File: config.mk
export PLATFORM = sky130hd
export DESIGN_NAME = urv_trap_ctrl
export DESIGN_NICKNAME = d
export VERILOG_FILES = /design/src/rtl/urv_trap_ctrl.sv
export SDC_FILE = /design/constraint.sdc
export NUM_CORES = 1
export LEC_CHECK = 0
export CAP_MARGIN = 0
export CORE_MARGIN = 1.5
export CORE_UTILIZATION = 30
export CTS_CLUSTER_DIAMETER = 150
export DETAILED_ROUTE_END_ITERATION = 10
export PLACE_DENSITY = 0.72
export SLEW_MARGIN = 10
export SYNTH_ARGS = -nofsm -noshare
export SYNTH_HDL_FRONTEND = slang
export SYNTH_SLANG_ARGS = --single-unit
File: constraint.sdc
create_clock -name clk_i -period 1.8 [get_ports clk_i]
set_input_delay 0.36 -clock clk_i [delete_from_list [all_inputs] [get_ports clk_i]]
set_output_delay 0.36 -clock clk_i [all_outputs]
set_load 0.01 [all_outputs]
File: src/rtl/urv_trap_ctrl.sv
// Machine-mode trap controller: owns the trap CSRs, arbitrates exceptions,
// interrupts and MRET in execute, and drives a fetch redirect until it is acknowledged.
module urv_trap_ctrl #(
    parameter logic [31:0] TRAP_VECTOR = 32'h00000008
) (
    input  logic        clk_i,
    input  logic        rst_i,
    input  logic        x_stall_i,
    input  logic        x_kill_i,
    input  logic        x_valid_i,
    input  logic [31:0] x_pc_i,
    input  logic        x_is_csr_i,
    input  logic [11:0] x_csr_sel_i,
    input  logic [31:0] x_csr_write_value_i,
    input  logic        x_exception_i,
    input  logic [3:0]  x_exception_cause_i,
    input  logic        x_is_mret_i,
    input  logic        irq_ext_i,
    input  logic        irq_timer_i,
    output logic        x_trap_o,
    output logic        x_hold_o,
    output logic        f_redirect_o,
    output logic [31:0] f_redirect_pc_o,
    input  logic        f_redirect_ack_i,
    output logic [31:0] csr_mstatus_o,
    output logic [31:0] csr_mie_o,
    output logic [31:0] csr_mip_o,
    output logic [31:0] csr_mepc_o,
    output logic [31:0] csr_mcause_o,
    output logic        dbg_state_o
);

    // Redirect handshake: f_redirect_o stays high (with f_redirect_pc_o stable)
    // until the cycle in which f_redirect_ack_i is high; the request drops on that edge.

    typedef enum logic {
        ST_IDLE     = 1'b0,
        ST_REDIRECT = 1'b1
    } state_t;

    localparam logic [11:0] CSR_MSTATUS = 12'h300;
    localparam logic [11:0] CSR_MIE     = 12'h304;
    localparam logic [11:0] CSR_MEPC    = 12'h341;
    localparam logic [11:0] CSR_MCAUSE  = 12'h342;

    state_t      state_q;
    state_t      state_d;

    logic        mstatus_mie_q;
    logic        mstatus_mpie_q;
    logic        mie_mtie_q;
    logic        mie_meie_q;
    logic        mip_mtip_q;
    logic        mip_meip_q;
    logic [29:0] mepc_q;
    logic        mcause_irq_q;
    logic [3:0]  mcause_code_q;
    logic [31:0] redirect_pc_q;

    logic        go;
    logic        irq_ext_pend;
    logic        irq_timer_pend;
    logic        trap;
    logic        trap_irq;
    logic [3:0]  trap_code;
    logic        mret_take;
    logic        csr_we;

    assign irq_ext_pend   = mstatus_mie_q & mie_meie_q & mip_meip_q;
    assign irq_timer_pend = mstatus_mie_q & mie_mtie_q & mip_mtip_q;

    always_ff @(posedge clk_i or negedge rst_i) begin
        if (!rst_i) begin
            state_q <= ST_IDLE;
        end else begin
            state_q <= state_d;
        end
    end

    // Priority: exception, external irq, timer irq, then MRET, then CSR write.
    always_comb begin
        state_d      = state_q;
        f_redirect_o = 1'b0;
        x_hold_o     = 1'b0;
        x_trap_o     = 1'b0;
        go           = 1'b0;
        trap         = 1'b0;
        trap_irq     = 1'b0;
        trap_code    = x_exception_cause_i;
        mret_take    = 1'b0;
        csr_we       = 1'b0;
        case (state_q)
            ST_IDLE: begin
                go = x_valid_i & ~x_stall_i & ~x_kill_i;
                if (go && (x_exception_i || irq_ext_pend || irq_timer_pend)) begin
                    trap     = 1'b1;
                    x_trap_o = 1'b1;
                    state_d  = ST_REDIRECT;
                    if (x_exception_i) begin
                        trap_irq  = 1'b0;
                        trap_code = x_exception_cause_i;
                    end else if (irq_ext_pend) begin
                        trap_irq  = 1'b1;
                        trap_code = 4'd11;
                    end else begin
                        trap_irq  = 1'b1;
                        trap_code = 4'd7;
                    end
                end else if (go && x_is_mret_i) begin
                    mret_take = 1'b1;
                    state_d   = ST_REDIRECT;
                end else if (go && x_is_csr_i) begin
                    csr_we = 1'b1;
                end
            end
            ST_REDIRECT: begin
                f_redirect_o = 1'b1;
                x_hold_o     = 1'b1;
                if (f_redirect_ack_i) begin
                    state_d = ST_IDLE;
                end
            end
            default: begin
                state_d = ST_IDLE;
            end
        endcase
    end

    always_ff @(posedge clk_i or negedge rst_i) begin
        if (!rst_i) begin
            mstatus_mie_q  <= 1'b0;
            mstatus_mpie_q <= 1'b0;
            mie_mtie_q     <= 1'b0;
            mie_meie_q     <= 1'b0;
            mip_mtip_q     <= 1'b0;
            mip_meip_q     <= 1'b0;
            mepc_q         <= 30'd0;
            mcause_irq_q   <= 1'b0;
            mcause_code_q  <= 4'd0;
            redirect_pc_q  <= 32'd0;
        end else begin
            // Pending bits track the interrupt lines regardless of pipeline state.
            mip_mtip_q <= irq_timer_i;
            mip_meip_q <= irq_ext_i;
            if (trap) begin
                mepc_q         <= x_pc_i[31:2];
                mcause_irq_q   <= trap_irq;
                mcause_code_q  <= trap_code;
                mstatus_mpie_q <= mstatus_mie_q;
                mstatus_mie_q  <= 1'b0;
                redirect_pc_q  <= TRAP_VECTOR;
            end else if (mret_take) begin
                mstatus_mie_q  <= mstatus_mpie_q;
                mstatus_mpie_q <= 1'b1;
                redirect_pc_q  <= {mepc_q, 2'b00};
            end else if (csr_we) begin
                case (x_csr_sel_i)
                    CSR_MSTATUS: begin
                        mstatus_mie_q  <= x_csr_write_value_i[3];
                        mstatus_mpie_q <= x_csr_write_value_i[7];
                    end
                    CSR_MIE: begin
                        mie_mtie_q <= x_csr_write_value_i[7];
                        mie_meie_q <= x_csr_write_value_i[11];
                    end
                    CSR_MEPC: begin
                        mepc_q <= x_csr_write_value_i[31:2];
                    end
                    CSR_MCAUSE: begin
                        mcause_irq_q  <= x_csr_write_value_i[31];
                        mcause_code_q <= x_csr_write_value_i[3:0];
                    end
                    default: begin
                    end
                endcase
            end
        end
    end

    assign csr_mstatus_o   = {24'd0, mstatus_mpie_q, 3'd0, mstatus_mie_q, 3'd0};
    assign csr_mie_o       = {20'd0, mie_meie_q, 3'd0, mie_mtie_q, 7'd0};
    assign csr_mip_o       = {20'd0, mip_meip_q, 3'd0, mip_mtip_q, 7'd0};
    assign csr_mepc_o      = {mepc_q, 2'b00};
    assign csr_mcause_o    = {mcause_irq_q, 27'd0, mcause_code_q};
    assign f_redirect_pc_o = redirect_pc_q;
    assign dbg_state_o     = (state_q == ST_REDIRECT);

    // Instructions are word aligned, so the PC low bits never reach mepc.
    logic unused_pc_lsbs;
    assign unused_pc_lsbs = ^x_pc_i[1:0];

endmodule

==> metrics.txt, run 1 <==
status=finished, violations left; failing checks=negative setup slack; Area Growth Syn to Fin=50.3%; worst-case clock buffer depth=2; via-per-instance ratio=4.60; initial antenna violation count=1; CTS Buf Count=9; Hold Worst Slack=0.468 ns; Vias=3819; Min-Delay Path Class=in -> reg; P per Cell Area=925 nW/um2; Final nets=735; period utilization=103%; RSZ-0062 raised after global routing=yes; critical-path maximum fanout=5; clock skew=0.00895 ns; pre-CTS setup slack=-0.543 ns; synth top area cells=dfrtp_1 (42%), buf_4 (23%), a22o_1 (6.1%), a31oi_1 (4.9%), a21oi_1 (4.3%); WP data required=2.02 ns; number of port buffers=163; Buf/Inv on CP=1; share of layout cells above drive strength 1=14.6%; Gate Count Post-Synth=452; final wirelength=13.8 mm; total clock sinks=72; Chip Width=123 um; first-pass GRT wire length=19.2 mm; Post-Route Setup TNS=-0.142 ns; fill count=1347; starting density of the core=30.9%; Placeable Area=14000 um2; grt ovf=0; full die area=15200 um2; fmax=540 MHz; crit-path cells=buf_6, or4b_4, a211oi_2, and4_4, mux2_4; critical path class=reg -> reg; max-slew violations=0; number of global-route vias before repair=3432; post-synth top area cell=dfrtp_1; Finish-stage setup viols=3; ys flop type=dfrtp_1; crit path max-delay cell type=or4b_4; placed insts=798; dpl hpwl=9.64 mm; top-area cell type share of the netlist area=41.6%; crit-path max cell delay=0.49 ns; Final WS setup=-0.0535 ns; cell area after synthesis=4330 um2; CTS Root Cell=clkbuf_16; clock transition at the registers of the reported paths=0.06 ns; Global Route Usage Sum=16.9%; I/O pins=287; worst skew pair latency=0.33 ns; Leakage Power=0.00294 uW; DRC=0; startpoint types=register; Period minus WS final=1.85 ns; register bit count reported by yosys=72; H-tree depth=3; DR pass1 iterations=5; maximum vdd drop=0.000419 V; Post-synth EDFFs=0; Placer Congestion=0.770; CTS tree=done; Distinct cells, synth=43; DR iter-0 viols=221; Crit path max-delay family=simple AND/OR/NAND/NOR gates; final count of hold timing violations=0; sequential area share after synthesis=41.6%; critical path arrival=2.07 ns; Reg area=1800 um2; Syn Area/Cell=9.57 um2; Synth async-reset ratio=100%; largest net degree at the start of global routing=50; Yosys warnings=0; Die Height=123 um; WL/cell=16.6 um; number of max-cap violations=0; Routed Antenna Nets=0; multi-input logic area=1880 um2; Finished Layout Cells=830; Finished Core Util=46.5%; # rows=43; Crit. End Element=register
[synth_stat cells, types with 2 or more instances]
cell,instances
buf_4,131
o2111a_1,2
a22oi_1,2
o21ai_0,36
mux2_4,2
nor2_1,34
a22o_1,30
nor4bb_1,2
and4_1,2
buf_2,6
clkbuf_1,15
nor2b_1,2
nor3_1,4
a32oi_1,2
a31oi_1,34
buf_6,5
a21oi_1,37
inv_1,7
nand2_1,2
nand2b_1,3
dfrtp_1,72
[worst paths after layout]
check | start | end | slack (ns) | cells after the start
worst min register to register | f_redirect_pc_o[28] | f_redirect_pc_o[28] | 0.50 | 1
worst max register to register | dbg_state_o | mie_mtie_q | -0.05 | 5
worst min-delay path | irq_timer_i | mip_mtip_q | 0.47 | 1
worst max-delay path | dbg_state_o | mie_mtie_q | -0.05 | 5
max in group asynchronous | rst_i | mepc_q[0] | 0.72 | 3
min in group asynchronous | rst_i | mepc_q[18] | 0.49 | 2
[logic make-up after synthesis]
logic type	Yosys count	share of synthesized area (%)
buf+inv	165	26.7
compound gates	150	22.4
flops	72	41.6
simple gates	62	8.42
mux	2	0.694
other cells	1	0.0867
[metrics by stage]
stage | total power (uW) | area (um2)
after floorplan | 3160 | 4780
final | 6010 | 6500
after detailed placement | 4160 | 5850
after CTS | 6050 | 6300
after global placement | 4130 | 5850
after global routing | 6310 | 6500
[repair_timing]
action	CTS	global route
hold buffers	1	0
resized for setup	25	20
endpoints found under the setup margin	70	70
hold endpoints to repair	23	0
pin swaps	9	13
buffers inserted	6	4
cloned	1	3
[per-layer routing]
| layer | track usage, % | wire, um | up-vias |
|---|---|---|---|
| met1 | 20.5 | 5520 | 1842 |
| met4 | 4.38 | 121 | 0 |
| met3 | 4.61 | 1360 | 10 |
| met5 | 0 | 0 | - |
| met2 | 29.4 | 6800 | 230 |
| li1 | - | - | 1737 |
[placed cells by master (no fill, tap or decap), types with 2 or more instances in the layout]
| cell type | count |
|---|---|
| clkdlybuf4s50_1 | 145 |
| conb_1 | 121 |
| dfrtp_1 | 71 |
| buf_4 | 39 |
| a21oi_1 | 37 |
| o21ai_0 | 35 |
| nor2_1 | 34 |
| a31oi_1 | 33 |
| a22o_1 | 30 |
| clkbuf_16 | 12 |
| dlymetal6s2s_1 | 9 |
| inv_1 | 7 |
| buf_12 | 7 |
| dlygate4sd2_1 | 6 |
| buf_6 | 6 |
| nor3_1 | 4 |
| nand2b_1 | 3 |
| clkbuf_8 | 3 |
| o2111a_1 | 2 |
| nor4bb_4 | 2 |
| and4_4 | 2 |
| a32oi_1 | 2 |
| mux2_4 | 2 |
[layout make-up]
cell class,instances,area share [%]
diodes,1,0.0385
flip-flops and latches,72,27.7
clock inverters,4,0.789
well taps,180,3.46
repair buffers,218,34.5
multi-input cells,335,28.9
inverters,8,0.462
clock buffers,12,4.10
[report_power, final]
part           total, uW  switching, uW  leakage (uW)  internal (uW)
logic               1900            825       0.00191           1080
registers           2240            256      0.000878           1990
clock network       1870            680      0.000155           1190
total               6010           1760       0.00294           4250
(Power assumes the default switching activity.)
==> run 2, diff against run 1 <==
CORE_UTILIZATION = 33   (was 30)
PLACE_DENSITY = 0.78   (was 0.72)
==> run 2 against run 1 <==
  * The flow still finishes with violations (negative setup slack)
  * First-iteration DRC count increased by 12%
  * Register-to-register slack about the same
  * Final cell count decreased by 2.4%
  * Wire length increased by 0.38%
  * Utilization increased by 4.5 points
  * Clock power decreased by 12%
  * Clock-buffer cell count increased by 2
  * Maximum frequency decreased by 0.71%
  * Final area decreased by 0.33%
  * Largest power group unchanged
==> metrics.txt, run 2 (synthesized netlist as in run 1, its figures left out) <==
final wirelength=13.9 mm (was 13.8 mm); Final nets=724 (was 735); DR pass1 iterations=4 (was 5); H-tree depth=3 (unchanged); Buf/Inv on CP=4 (was 1); DR iter-0 viols=247 (was 221); critical path arrival=1.51 ns (was 2.07 ns); number of global-route vias before repair=3839 (was 3432); fmax=536 MHz (was 540 MHz); period utilization=104% (was 103%); RSZ-0062 raised after global routing=yes (unchanged); Vias=3884 (was 3819); Routed Antenna Nets=0 (unchanged); failing checks=negative setup slack (unchanged); GRT met2 Usage=33.9% (was 29.4%); grt peak-use layer=met2 (unchanged); total clock sinks=72 (unchanged); Chip Width=118 um (was 123 um); startpoint types=register (unchanged); Crit. End Element=output pin (was register); first-pass GRT wire length=21.5 mm (was 19.2 mm); global-route track usage on met1=23.4% (was 20.5%); most common cell after layout, fill and taps aside=clkdlybuf4s50_1 (unchanged); Finish-stage setup viols=15 (was 3); I/O pins=287 (unchanged); Die Height=118 um (was 123 um); CTS Root Cell=clkbuf_16 (unchanged); maximum vdd drop=0.000424 V (was 0.000419 V); Global Route Usage Sum=19.9% (was 16.9%); Finished Core Util=50.9% (was 46.5%); crit-path max cell delay=0.44 ns (was 0.49 ns); clock skew=0.00894 ns (was 0.00895 ns); Placeable Area=12700 um2 (was 14000 um2); number of max-cap violations=0 (unchanged); final count of hold timing violations=0 (unchanged); worst-case clock buffer depth=2 (unchanged); Post-Route Setup TNS=-0.390 ns (was -0.142 ns); CTS tree=done (unchanged); max-slew violations=0 (unchanged); Hold Worst Slack=0.465 ns (was 0.468 ns); diode count=0 (was 1); worst skew pair latency=0.33 ns (about the same); critical-path maximum fanout=3 (was 5); WL/cell=17.1 um (was 16.6 um); share of layout cells above drive strength 1=15.5% (was 14.6%); Placer Congestion=0.810 (was 0.770); Min-Delay Path Class=in -> reg (unchanged); fill count=1151 (was 1347); critical path class=reg -> out (was reg -> reg); via-per-instance ratio=4.80 (was 4.60); WP data required=1.44 ns (was 2.02 ns); crit-path cells=nor4b_4, buf_4, buf_12, o211ai_4, inv_2, buf_6 (was buf_6, or4b_4, a211oi_2, and4_4, mux2_4); Finished Layout Cells=810 (was 830); placed insts=784 (was 798); Final WS setup=-0.0667 ns (was -0.0535 ns); Area Growth Syn to Fin=49.8% (was 50.3%); Leakage Power=0.00283 uW (was 0.00294 uW); DRC=0 (unchanged); clock transition at the registers of the reported paths=0.06 ns (about the same); CTS Buf Count=9 (unchanged); number of port buffers=163 (unchanged); starting density of the core=34.0% (was 30.9%); most frequent cells in the layout=clkdlybuf4s50_1 (151), conb_1 (121), dfrtp_1 (71) (was clkdlybuf4s50_1 (145), conb_1 (121), dfrtp_1 (71)); largest net degree at the start of global routing=47 (was 50); Crit path max-delay family=buffers and inverters (was simple AND/OR/NAND/NOR gates); full die area=13800 um2 (was 15200 um2); dpl hpwl=9.74 mm (was 9.64 mm); crit path max-delay cell type=dfrtp_2 (was or4b_4); # rows=41 (was 43); met3 Use GR=4.89% (was 4.61%); status=finished, violations left (unchanged); P per Cell Area=905 nW/um2 (was 925 nW/um2); Period minus WS final=1.87 ns (was 1.85 ns); grt ovf=0 (unchanged); initial antenna violation count=0 (was 1)
run 2: cell types whose count changed in the layout (fill, tap and decap cells not counted), moves of 6 or more:
cell / delta
a21oi_2: +7
a31oi_1: -9
a31oi_4: +7
dlymetal6s2s_1: -8
a21oi_1: -7
clkdlybuf4s50_1: +6
buf_4: -11
run 2: per-stage QoR:
stage               cell area, um2  setup slack (ns)  power [uW]
detailed placement            5820            -0.509        4180
global route                  6480            -0.133        6170
finish                        6480           -0.0667        5860
CTS                           6430           -0.0769        5880
floorplan                     4780            0.0390        3160
global placement              5820            -0.497        4110
run 2: final timing paths:
kind | from | end | cells past startpoint | slack [ns]
max | dbg_state_o | x_trap_o | 6 | -0.07
min | irq_ext_i | mip_meip_q | 1 | 0.46
max reg2reg | dbg_state_o | mcause_code_q[1] | 9 | -0.04
min reg2reg | f_redirect_pc_o[30] | f_redirect_pc_o[30] | 1 | 0.50
max in group asynchronous | rst_i | mepc_q[16] | 3 | 0.73
min in group asynchronous | rst_i | f_redirect_pc_o[22] | 2 | 0.49
run 2: final cells by class:
cell class	count	area, um2	area share (%)
Timing Repair Buffer	207	2120	32.7
Multi-Input combinational cell	335	2030	31.4
Sequential cell	72	1800	27.8
Clock buffer	14	264	4.07
Tap cell	172	215	3.32
Inverter	8	30.0	0.463
Clock inverter	2	13.8	0.212
run 2: report_power, final:
group,switching (uW),internal (uW)
Clock,636,1010
Sequential,278,1990
Combinational,856,1090
run 2: repair_timing:
| item | CTS | global route |
|---|---|---|
| resized for setup | 38 | 31 |
| cloned | 4 | 0 |
| endpoints found under the hold margin | 26 | 0 |
| hold buffers | 1 | 0 |
| pin swaps | 38 | 14 |
| buffers inserted | 8 | 4 |
| setup endpoints to repair | 73 | 40 |
run 2: metal layers:
layer / vias to the layer above / part of all wire (%)
met5: - / 0
met4: 0 / 3.1
met3: 32 / 8.0
met2: 243 / 51
met1: 1888 / 38
li1: 1721 / -
